`config.mk`:
```
export PLATFORM = sky130hd
export DESIGN_NAME = fb_draw_scheduler_flat
export DESIGN_NICKNAME = d
export VERILOG_FILES = /design/src/rtl/fb_draw_scheduler_pkg.sv /design/src/rtl/fb_draw_scheduler_if.sv /design/src/rtl/fb_draw_scheduler_rect_walker.sv /design/src/rtl/fb_draw_scheduler.sv /design/src/flat_wrapper.sv
export SDC_FILE = /design/constraint.sdc
export NUM_CORES = 1
export LEC_CHECK = 0
export BUFFER_PORTS_ARGS = -buffer_cell sky130_fd_sc_hd__buf_2
export CORE_UTILIZATION = 60
export CTS_BUF_LIST = sky130_fd_sc_hd__clkbuf_16
export DETAILED_ROUTE_END_ITERATION = 7
export HOLD_SLACK_MARGIN = 0.03
export PLACE_DENSITY_LB_ADDON = 0.1
export RECOVER_POWER = 100
export SLEW_MARGIN = 10
export SYNTH_ARGS = -nofsm -noshare
export SYNTH_HDL_FRONTEND = slang
export SYNTH_SLANG_ARGS = --single-unit
```
`constraint.sdc`:
```
create_clock -name clk_33m -period 12.3 [get_ports clk_33m]
set_input_delay 3.69 -clock clk_33m [delete_from_list [all_inputs] [get_ports clk_33m]]
set_output_delay 3.69 -clock clk_33m [all_outputs]
set_load 0.02 [all_outputs]
```
`src/rtl/fb_draw_scheduler_pkg.sv`:
```
// Shared types and constants for the frame-buffer draw scheduler.
// Optional background clear is selected with FB_DRAW_CLEAR_EN.
package fb_sched_pkg;

    localparam int COOR_WIDTH     = 12;
    localparam int NUM_REQ        = 4;
    localparam int DIM_WIDTH      = 8;
    localparam int ROM_ADDR_WIDTH = 14;

    localparam logic [2:0] CLEAR_PALETTE       = 3'd7;
    localparam logic [2:0] TRANSPARENT_PALETTE = 3'd0;

    typedef enum logic [2:0] {
        ST_IDLE,
        ST_WAIT_BLANK,
        ST_CLEAR,
        ST_SELECT,
        ST_DRAW,
        ST_DRAIN
    } fb_state_t;

    typedef struct packed {
        logic                      en;
        logic [COOR_WIDTH-1:0]     x;
        logic [COOR_WIDTH-1:0]     y;
        logic [DIM_WIDTH-1:0]      w;
        logic [DIM_WIDTH-1:0]      h;
        logic [ROM_ADDR_WIDTH-1:0] base;
    } spr_desc_t;

    // One slot of the write pipeline: rd takes its palette from the ROM,
    // clr forces the background colour, neither means no write.
    typedef struct packed {
        logic                  rd;
        logic                  clr;
        logic [COOR_WIDTH-1:0] x;
        logic [COOR_WIDTH-1:0] y;
    } pipe_slot_t;

endpackage

```
`src/rtl/fb_draw_scheduler_if.sv`:
```
// Requester, sprite-ROM and frame-buffer write bus of the draw scheduler.
// master is the scheduler side, slave is the surrounding system.
interface fb_draw_scheduler_if;
    import fb_sched_pkg::*;

    logic                                     rst_screen_33m;
    logic [NUM_REQ-1:0]                       spr_en;
    logic [NUM_REQ-1:0][COOR_WIDTH-1:0]       spr_x;
    logic [NUM_REQ-1:0][COOR_WIDTH-1:0]       spr_y;
    logic [NUM_REQ-1:0][DIM_WIDTH-1:0]        spr_w;
    logic [NUM_REQ-1:0][DIM_WIDTH-1:0]        spr_h;
    logic [NUM_REQ-1:0][ROM_ADDR_WIDTH-1:0]   spr_base;
    logic                                     rom_rd;
    logic [ROM_ADDR_WIDTH-1:0]                rom_addr;
    logic [2:0]                               rom_q;
    logic [COOR_WIDTH-1:0]                    write_x;
    logic [COOR_WIDTH-1:0]                    write_y;
    logic [2:0]                               write_palette;
    logic [NUM_REQ-1:0]                       spr_done;
    logic                                     frame_busy;
    logic                                     overrun;

    modport master (
        input  rst_screen_33m, spr_en, spr_x, spr_y, spr_w, spr_h, spr_base, rom_q,
        output rom_rd, rom_addr, write_x, write_y, write_palette, spr_done,
               frame_busy, overrun
    );

    modport slave (
        output rst_screen_33m, spr_en, spr_x, spr_y, spr_w, spr_h, spr_base, rom_q,
        input  rom_rd, rom_addr, write_x, write_y, write_palette, spr_done,
               frame_busy, overrun
    );

endinterface

```
`src/rtl/fb_draw_scheduler_rect_walker.sv`:
```
// Row-major u/v walker over a w x h rectangle; u advances fastest.
// Used for both sprite rectangles and the full-frame clear.
module fb_rect_walker #(
    parameter int WIDTH = 12
) (
    input  logic             clk_i,
    input  logic             rst_n_i,
    input  logic             start_i,
    input  logic             step_i,
    input  logic [WIDTH-1:0] w_i,
    input  logic [WIDTH-1:0] h_i,
    output logic [WIDTH-1:0] u_o,
    output logic [WIDTH-1:0] v_o,
    output logic             last_o
);

    localparam logic [WIDTH-1:0] ONE = WIDTH'(1);

    logic [WIDTH-1:0] u_q, v_q, w_q, h_q;

    always_ff @(posedge clk_i) begin
        if (!rst_n_i) begin
            u_q <= '0;
            v_q <= '0;
            w_q <= '0;
            h_q <= '0;
        end else if (start_i) begin
            u_q <= '0;
            v_q <= '0;
            w_q <= w_i;
            h_q <= h_i;
        end else if (step_i) begin
            if (u_q == w_q - ONE) begin
                u_q <= '0;
                v_q <= v_q + ONE;
            end else begin
                u_q <= u_q + ONE;
            end
        end
    end

    assign u_o    = u_q;
    assign v_o    = v_q;
    assign last_o = (u_q == w_q - ONE) && (v_q == h_q - ONE);

endmodule

```
`src/rtl/fb_draw_scheduler.sv`:
```
// Sequences sprite (and optional background clear) writes into the off-screen
// frame buffer; define FB_DRAW_CLEAR_EN to clear the buffer every frame.
module fb_draw_scheduler
    import fb_sched_pkg::*;
#(
    parameter int ROM_LATENCY = 2,
    parameter int FRAME_W     = 1280,
    parameter int FRAME_H     = 300
) (
    input  logic                clk_33m,
    input  logic                rst_n,
    fb_draw_scheduler_if.master bus
);

    localparam int SEL_W = (NUM_REQ > 1) ? $clog2(NUM_REQ) : 1;
    localparam int IDX_W = SEL_W + 1;
    localparam int DRN_W = $clog2(ROM_LATENCY + 1) + 1;

    fb_state_t                 state_q;
    logic                      rs_q;
    spr_desc_t                 desc_q [NUM_REQ];
    logic [IDX_W-1:0]          idx_q;
    logic [DRN_W-1:0]          drain_q;
    pipe_slot_t                pipe_q [ROM_LATENCY+1];
    logic [ROM_ADDR_WIDTH-1:0] rom_addr_q;
    logic [ROM_ADDR_WIDTH-1:0] addr_cnt_q;
    logic [NUM_REQ-1:0]        spr_done_q;
    logic                      frame_busy_q;
    logic                      overrun_q;
    logic [COOR_WIDTH-1:0]     wx_q;
    logic [COOR_WIDTH-1:0]     wy_q;
    logic [2:0]                wpal_q;

    logic                      frame_start;
    spr_desc_t                 cur_desc;
    logic                      cur_drawable;
    logic                      walk_start;
    logic                      walk_step;
    logic [COOR_WIDTH-1:0]     walk_w;
    logic [COOR_WIDTH-1:0]     walk_h;
    logic [COOR_WIDTH-1:0]     walk_u;
    logic [COOR_WIDTH-1:0]     walk_v;
    logic                      walk_last;
    logic [COOR_WIDTH:0]       x_sum;
    logic [COOR_WIDTH:0]       y_sum;
    logic                      clipped;

    assign frame_start = bus.rst_screen_33m && !rs_q;

    // Walker control and screen-position/clip decode for the current pixel.
    always_comb begin
        cur_desc     = desc_q[idx_q[SEL_W-1:0]];
        cur_drawable = (idx_q < IDX_W'(NUM_REQ)) && cur_desc.en &&
                       (cur_desc.w != '0) && (cur_desc.h != '0);
        walk_start   = (state_q == ST_SELECT) && cur_drawable;
        walk_w       = COOR_WIDTH'(cur_desc.w);
        walk_h       = COOR_WIDTH'(cur_desc.h);
`ifdef FB_DRAW_CLEAR_EN
        if (state_q == ST_WAIT_BLANK) begin
            walk_start = 1'b1;
            walk_w     = COOR_WIDTH'(FRAME_W);
            walk_h     = COOR_WIDTH'(FRAME_H);
        end
`endif
        walk_step = (state_q == ST_DRAW) || (state_q == ST_CLEAR);
        x_sum     = {1'b0, cur_desc.x} + {1'b0, walk_u};
        y_sum     = {1'b0, cur_desc.y} + {1'b0, walk_v};
        clipped   = x_sum[COOR_WIDTH] || y_sum[COOR_WIDTH] ||
                    (x_sum >= (COOR_WIDTH+1)'(FRAME_W)) ||
                    (y_sum >= (COOR_WIDTH+1)'(FRAME_H));
    end

    fb_rect_walker #(
        .WIDTH (COOR_WIDTH)
    ) u_walker (
        .clk_i   (clk_33m),
        .rst_n_i (rst_n),
        .start_i (walk_start),
        .step_i  (walk_step),
        .w_i     (walk_w),
        .h_i     (walk_h),
        .u_o     (walk_u),
        .v_o     (walk_v),
        .last_o  (walk_last)
    );

    // Scheduler FSM plus the issue/write pipeline; a frame start overrides
    // everything and flushes whatever is still in flight.
    always_ff @(posedge clk_33m) begin
        if (!rst_n) begin
            state_q      <= ST_IDLE;
            rs_q         <= 1'b0;
            idx_q        <= '0;
            drain_q      <= '0;
            rom_addr_q   <= '0;
            addr_cnt_q   <= '0;
            spr_done_q   <= '0;
            frame_busy_q <= 1'b0;
            overrun_q    <= 1'b0;
            wx_q         <= '0;
            wy_q         <= '0;
            wpal_q       <= TRANSPARENT_PALETTE;
            for (int i = 0; i < NUM_REQ; i++) desc_q[i] <= '0;
            for (int i = 0; i <= ROM_LATENCY; i++) pipe_q[i] <= '0;
        end else begin
            rs_q       <= bus.rst_screen_33m;
            spr_done_q <= '0;
            for (int i = 1; i <= ROM_LATENCY; i++) pipe_q[i] <= pipe_q[i-1];
            pipe_q[0] <= '0;
            wx_q      <= pipe_q[ROM_LATENCY].x;
            wy_q      <= pipe_q[ROM_LATENCY].y;
            if (pipe_q[ROM_LATENCY].rd)
                wpal_q <= bus.rom_q;
            else if (pipe_q[ROM_LATENCY].clr)
                wpal_q <= CLEAR_PALETTE;
            else
                wpal_q <= TRANSPARENT_PALETTE;

            if (frame_start) begin
                if (state_q != ST_IDLE) begin
                    overrun_q <= 1'b1;
                    wpal_q    <= TRANSPARENT_PALETTE;
                    for (int i = 0; i <= ROM_LATENCY; i++) pipe_q[i] <= '0;
                end
                for (int i = 0; i < NUM_REQ; i++) begin
                    desc_q[i] <= '{en:   bus.spr_en[i],
                                   x:    bus.spr_x[i],
                                   y:    bus.spr_y[i],
                                   w:    bus.spr_w[i],
                                   h:    bus.spr_h[i],
                                   base: bus.spr_base[i]};
                end
                idx_q        <= '0;
                frame_busy_q <= 1'b1;
                state_q      <= ST_WAIT_BLANK;
            end else begin
                case (state_q)
                    ST_IDLE: ;
                    ST_WAIT_BLANK: begin
                        idx_q <= '0;
                        if (!bus.rst_screen_33m) begin
`ifdef FB_DRAW_CLEAR_EN
                            state_q <= ST_CLEAR;
`else
                            state_q <= ST_SELECT;
`endif
                        end
                    end
                    ST_CLEAR: begin
                        pipe_q[0] <= '{rd: 1'b0, clr: 1'b1, x: walk_u, y: walk_v};
                        if (walk_last) state_q <= ST_SELECT;
                    end
                    ST_SELECT: begin
                        if (idx_q == IDX_W'(NUM_REQ)) begin
                            drain_q <= '0;
                            state_q <= ST_DRAIN;
                        end else if (cur_drawable) begin
                            addr_cnt_q <= cur_desc.base;
                            state_q    <= ST_DRAW;
                        end else begin
                            spr_done_q[idx_q[SEL_W-1:0]] <= 1'b1;
                            idx_q <= idx_q + IDX_W'(1);
                        end
                    end
                    ST_DRAW: begin
                        // Row-major ROM layout makes the address a running pixel count.
                        pipe_q[0] <= '{rd: !clipped, clr: 1'b0,
                                       x: x_sum[COOR_WIDTH-1:0], y: y_sum[COOR_WIDTH-1:0]};
                        if (!clipped) rom_addr_q <= addr_cnt_q;
                        addr_cnt_q <= addr_cnt_q + ROM_ADDR_WIDTH'(1);
                        if (walk_last) begin
                            spr_done_q[idx_q[SEL_W-1:0]] <= 1'b1;
                            idx_q   <= idx_q + IDX_W'(1);
                            state_q <= ST_SELECT;
                        end
                    end
                    ST_DRAIN: begin
                        if (drain_q == DRN_W'(ROM_LATENCY)) begin
                            frame_busy_q <= 1'b0;
                            state_q      <= ST_IDLE;
                        end else begin
                            drain_q <= drain_q + DRN_W'(1);
                        end
                    end
                    default: state_q <= ST_IDLE;
                endcase
            end
        end
    end

    assign bus.rom_rd        = pipe_q[0].rd;
    assign bus.rom_addr      = rom_addr_q;
    assign bus.write_x       = wx_q;
    assign bus.write_y       = wy_q;
    assign bus.write_palette = wpal_q;
    assign bus.spr_done      = spr_done_q;
    assign bus.frame_busy    = frame_busy_q;
    assign bus.overrun       = overrun_q;

endmodule

```
`src/flat_wrapper.sv`:
```
// flat-port wrapper written by rule: the top's interface ports become plain ports
module fb_draw_scheduler_flat import fb_sched_pkg::*;
#(
    parameter int ROM_LATENCY = 2,
    parameter int FRAME_W     = 1280,
    parameter int FRAME_H     = 300
)
  (clk_33m, rst_n, bus_rst_screen_33m, bus_spr_en, bus_spr_x, bus_spr_y, bus_spr_w, bus_spr_h, bus_spr_base, bus_rom_q, bus_rom_rd, bus_rom_addr, bus_write_x, bus_write_y, bus_write_palette, bus_spr_done, bus_frame_busy, bus_overrun);
  fb_draw_scheduler_if bus_i ();
  input  logic clk_33m;
  input  logic rst_n;
  input wire logic [$bits(bus_i.rst_screen_33m)-1:0] bus_rst_screen_33m;
  input wire logic [$bits(bus_i.spr_en)-1:0] bus_spr_en;
  input wire logic [$bits(bus_i.spr_x)-1:0] bus_spr_x;
  input wire logic [$bits(bus_i.spr_y)-1:0] bus_spr_y;
  input wire logic [$bits(bus_i.spr_w)-1:0] bus_spr_w;
  input wire logic [$bits(bus_i.spr_h)-1:0] bus_spr_h;
  input wire logic [$bits(bus_i.spr_base)-1:0] bus_spr_base;
  input wire logic [$bits(bus_i.rom_q)-1:0] bus_rom_q;
  output wire logic [$bits(bus_i.rom_rd)-1:0] bus_rom_rd;
  output wire logic [$bits(bus_i.rom_addr)-1:0] bus_rom_addr;
  output wire logic [$bits(bus_i.write_x)-1:0] bus_write_x;
  output wire logic [$bits(bus_i.write_y)-1:0] bus_write_y;
  output wire logic [$bits(bus_i.write_palette)-1:0] bus_write_palette;
  output wire logic [$bits(bus_i.spr_done)-1:0] bus_spr_done;
  output wire logic [$bits(bus_i.frame_busy)-1:0] bus_frame_busy;
  output wire logic [$bits(bus_i.overrun)-1:0] bus_overrun;
  assign bus_i.rst_screen_33m = bus_rst_screen_33m;
  assign bus_i.spr_en = bus_spr_en;
  assign bus_i.spr_x = bus_spr_x;
  assign bus_i.spr_y = bus_spr_y;
  assign bus_i.spr_w = bus_spr_w;
  assign bus_i.spr_h = bus_spr_h;
  assign bus_i.spr_base = bus_spr_base;
  assign bus_i.rom_q = bus_rom_q;
  assign bus_rom_rd = bus_i.rom_rd;
  assign bus_rom_addr = bus_i.rom_addr;
  assign bus_write_x = bus_i.write_x;
  assign bus_write_y = bus_i.write_y;
  assign bus_write_palette = bus_i.write_palette;
  assign bus_spr_done = bus_i.spr_done;
  assign bus_frame_busy = bus_i.frame_busy;
  assign bus_overrun = bus_i.overrun;
  fb_draw_scheduler #(.ROM_LATENCY(ROM_LATENCY), .FRAME_W(FRAME_W), .FRAME_H(FRAME_H)) u_core (.clk_33m(clk_33m), .rst_n(rst_n), .bus(bus_i));
endmodule
```
==> qor.csv <==
metric,value,unit
status,"finished, violations left",
violated checks,"DRC, capacitance limit, slew limit",
synth top area cells,"edfxtp_1 (47%), dfxtp_1 (12%), and3_1 (7.8%), mux4_2 (6.5%), and2_1 (2.6%)",
Antenna Nets Post-Route,0,
RSZ-0062 raised after global routing,no,
number of flops mapped to enable cells by yosys,298,
Post-Layout Cell Count,2270,
synthesized flop and latch total,411,
routed len/inst,18.2,um
core area,30800,um^2
Worst EP arrival,9000,ps
clk sinks,411,
Synth Flop Type,edfxtp_1,
crit path time final,8840,ps
DRC,4,
"Clk pin slew, worst setup/hold paths",60,ps
DR vias/cell,5.81,
maximum VDD drop,112,uV
dpl ws,5330,ps
Yosys Warn Count,0,
Required @ worst endpoint,12460,ps
sequential cell area fraction in the yosys report,59.2,%
Die Y,180,um
critical path class,primary input to flip-flop,
placed cell areas,20800,um^2
Mean Syn Cell Area,12.3,um^2
NumNets Final,2102,
CTS tree,yes,
postcts setup bufs,0,
Layout area overhead,16.3,%
Die Wd,180,um
Hold Crit Class,flip-flop to flip-flop,
global route overflow,0,
"area leader, netlist",edfxtp_1,
Slew @ Worst Pin,4590,ps
mapped cell area,18900,um^2
register area,11200,um^2
clk buf depth,3,
max-cap violation count,6,
Final Wtd Congestion,0.917,
CTS root buf,clkbuf_16,
GRT Total Usage,25.6,%
slew margin rel.,-206,%
"Setup violations, final",0,
Placed Cells,2190,
first-pass GRT wire length,65.2,mm
drt first-iter violations,1132,
final wirelength,41.2,mm
antenna violations before repair,4,
area occupied by multi-input gates,7510,um^2
worst-path maximum fanout,154,
largest net degree at the start of global routing,155,
crit path from,rst_n,
maximum achievable frequency,0.113,GHz
Layout Skew,26.1,ps
Skew-Pair Late Insertion Delay,550,ps
area share of the largest cell type after synthesis,47.3,%
CTS H-Tree Depth,2,
hold buffer count at CTS,0,
setup tns final,0,ps
cell area after layout,22000,um^2
I/O pin cnt,274,
Startpoint Class,primary input,
leakage,9.29,nW
Power Total,0.00298,W
Worst Hold Launch,u_core.pipe_q[2][16],
Final period util,71.8,%
post-DP HPWL,28.6,mm
Hold Fails Final Rpt,0,
vias in the first global route,12600,
CTS resizes,0,
layout cell share with drive strength beyond 1,19.7,%
"Distinct cells, synth",71,
Power Density,135,nW/um^2
num rows,64,
Port Buffers,273,
die area,32300,um^2
Starting Density,61.4,%
total CTS buffers,43,
crit path capture type,flip-flop,
fill count,2259,
via count,13200,
cell count after synthesis,1541,
ys async rst share,0,%
fin. max-slew vios,504,
Final WS setup,3460,ps
First-pass DRT Iterations,8,
[routing by layer]
metal | vias up | track usage [%] | share of wire [%]
li1 | 6314 | - | -
met2 | 539 | 40.9 | 47
met3 | 82 | 4.21 | 7.2
met4 | 2 | 8.41 | 2.8
met1 | 6249 | 36.0 | 43
met5 | - | 0 | 0.027
[through the flow]
step	hold slack (ps)	utilization [%]
2_1_floorplan	426	-
3_3_place_gp	428	67.5
3_5_place_dp	434	67.5
4_1_cts	448	71.7
5_1_grt	461	71.5
6_report	447	71.5
[cell usage after synthesis (all sizes together) (8+ instances only)]
cell type	count
o21ai	23
mux4	55
o32ai	8
ha	35
and3	235
nand4	20
edfxtp	298
a211oi	14
nor3	32
or3	9
nor4	10
a21oi	82
nand2	83
buf	15
and2	79
o31ai	22
inv	23
dfxtp	113
nor2b	11
mux2i	19
clkbuf	96
xor2	19
nand3	25
nor2	92
xnor2	33
[registers in the layout (all words and copies together) (netlist names), 4 cells and up, named ones only]
signal,count
u_core.pipe_q,78
u_core.bus.rom_addr,14
u_core.u_walker.w_q,8
u_core.u_walker.v_o,12
u_core.bus.spr_done,4
u_core.bus.write_x,12
u_core.u_walker.u_o,12
u_core.desc_q,220
u_core.u_walker.h_q,8
u_core.bus.write_y,12
u_core.addr_cnt_q,14
[path summary, 6_finish.rpt]
| kind | end | slack, ps | depth (start not counted) |
|---|---|---|---|
| min reg2reg | u_core.bus.write_x[4] | 450 | 1 |
| max reg2reg | u_core.bus.rom_addr[5] | 6990 | 12 |
| min | u_core.bus.write_x[4] | 450 | 1 |
| max | u_core.desc_q[0][46] | 3460 | 6 |
[layout by cell type (no fill, tap or decap), drive strengths merged, types with 5 or more instances in the layout]
master  instances
nand2b          6
inv            33
buf           232
a211oi         14
mux2i          19
nor3           32
clkinv         19
nand3          25
nor3b           6
o21a            5
conb           78
xnor2          33
dfxtp         113
nor4           10
and3          235
edfxtp        298
ha             35
nor2b          11
a21oi          82
o32ai           8
o21ai          23
a31oi           6
xor2           19
a21o            5
or3             9
nand2          83
mux4           55
nor2           92
clkbuf        100
and2           79
o31ai          22
nand4          20
[worst max-delay path, cell delays in order]
cell	delay (ps)
clkbuf_1	760
clkinv_1	170
clkbuf_1	1740
nor2_1	660
inv_8	860
buf_4	830
[report_power, final]
group | internal (W) | switching (W)
sequential | 0.00156 | 0.0000191
combinational | 0.0000802 | 0.000120
clock | 0.000682 | 0.000514
[layout make-up]
cell class | count | area share [%]
Antenna cell | 2 | 0.0227
Clock buffer | 45 | 5.11
Clock inverter | 33 | 0.858
Inverter | 23 | 0.426
Multi-Input combinational cell | 1073 | 34.1
Sequential cell | 411 | 50.9
Tap cell | 396 | 2.25
Timing Repair Buffer | 287 | 6.31
[kinds of logic (layout without fill, tap and decap cells)]
group | count (synthesis) | count (layout) | synth area share (%)
simple gates | 627 | 627 | 18.4
flops | 411 | 411 | 59.2
compound gates | 204 | 204 | 7.12
buf+inv | 134 | 388 | 2.75
mux | 75 | 75 | 7.60
xor+xnor | 52 | 52 | 2.41
fa+ha+maj | 37 | 37 | 2.52
other cells | 1 | 80 | 0.0198
Power figures use the tool's default switching activity.
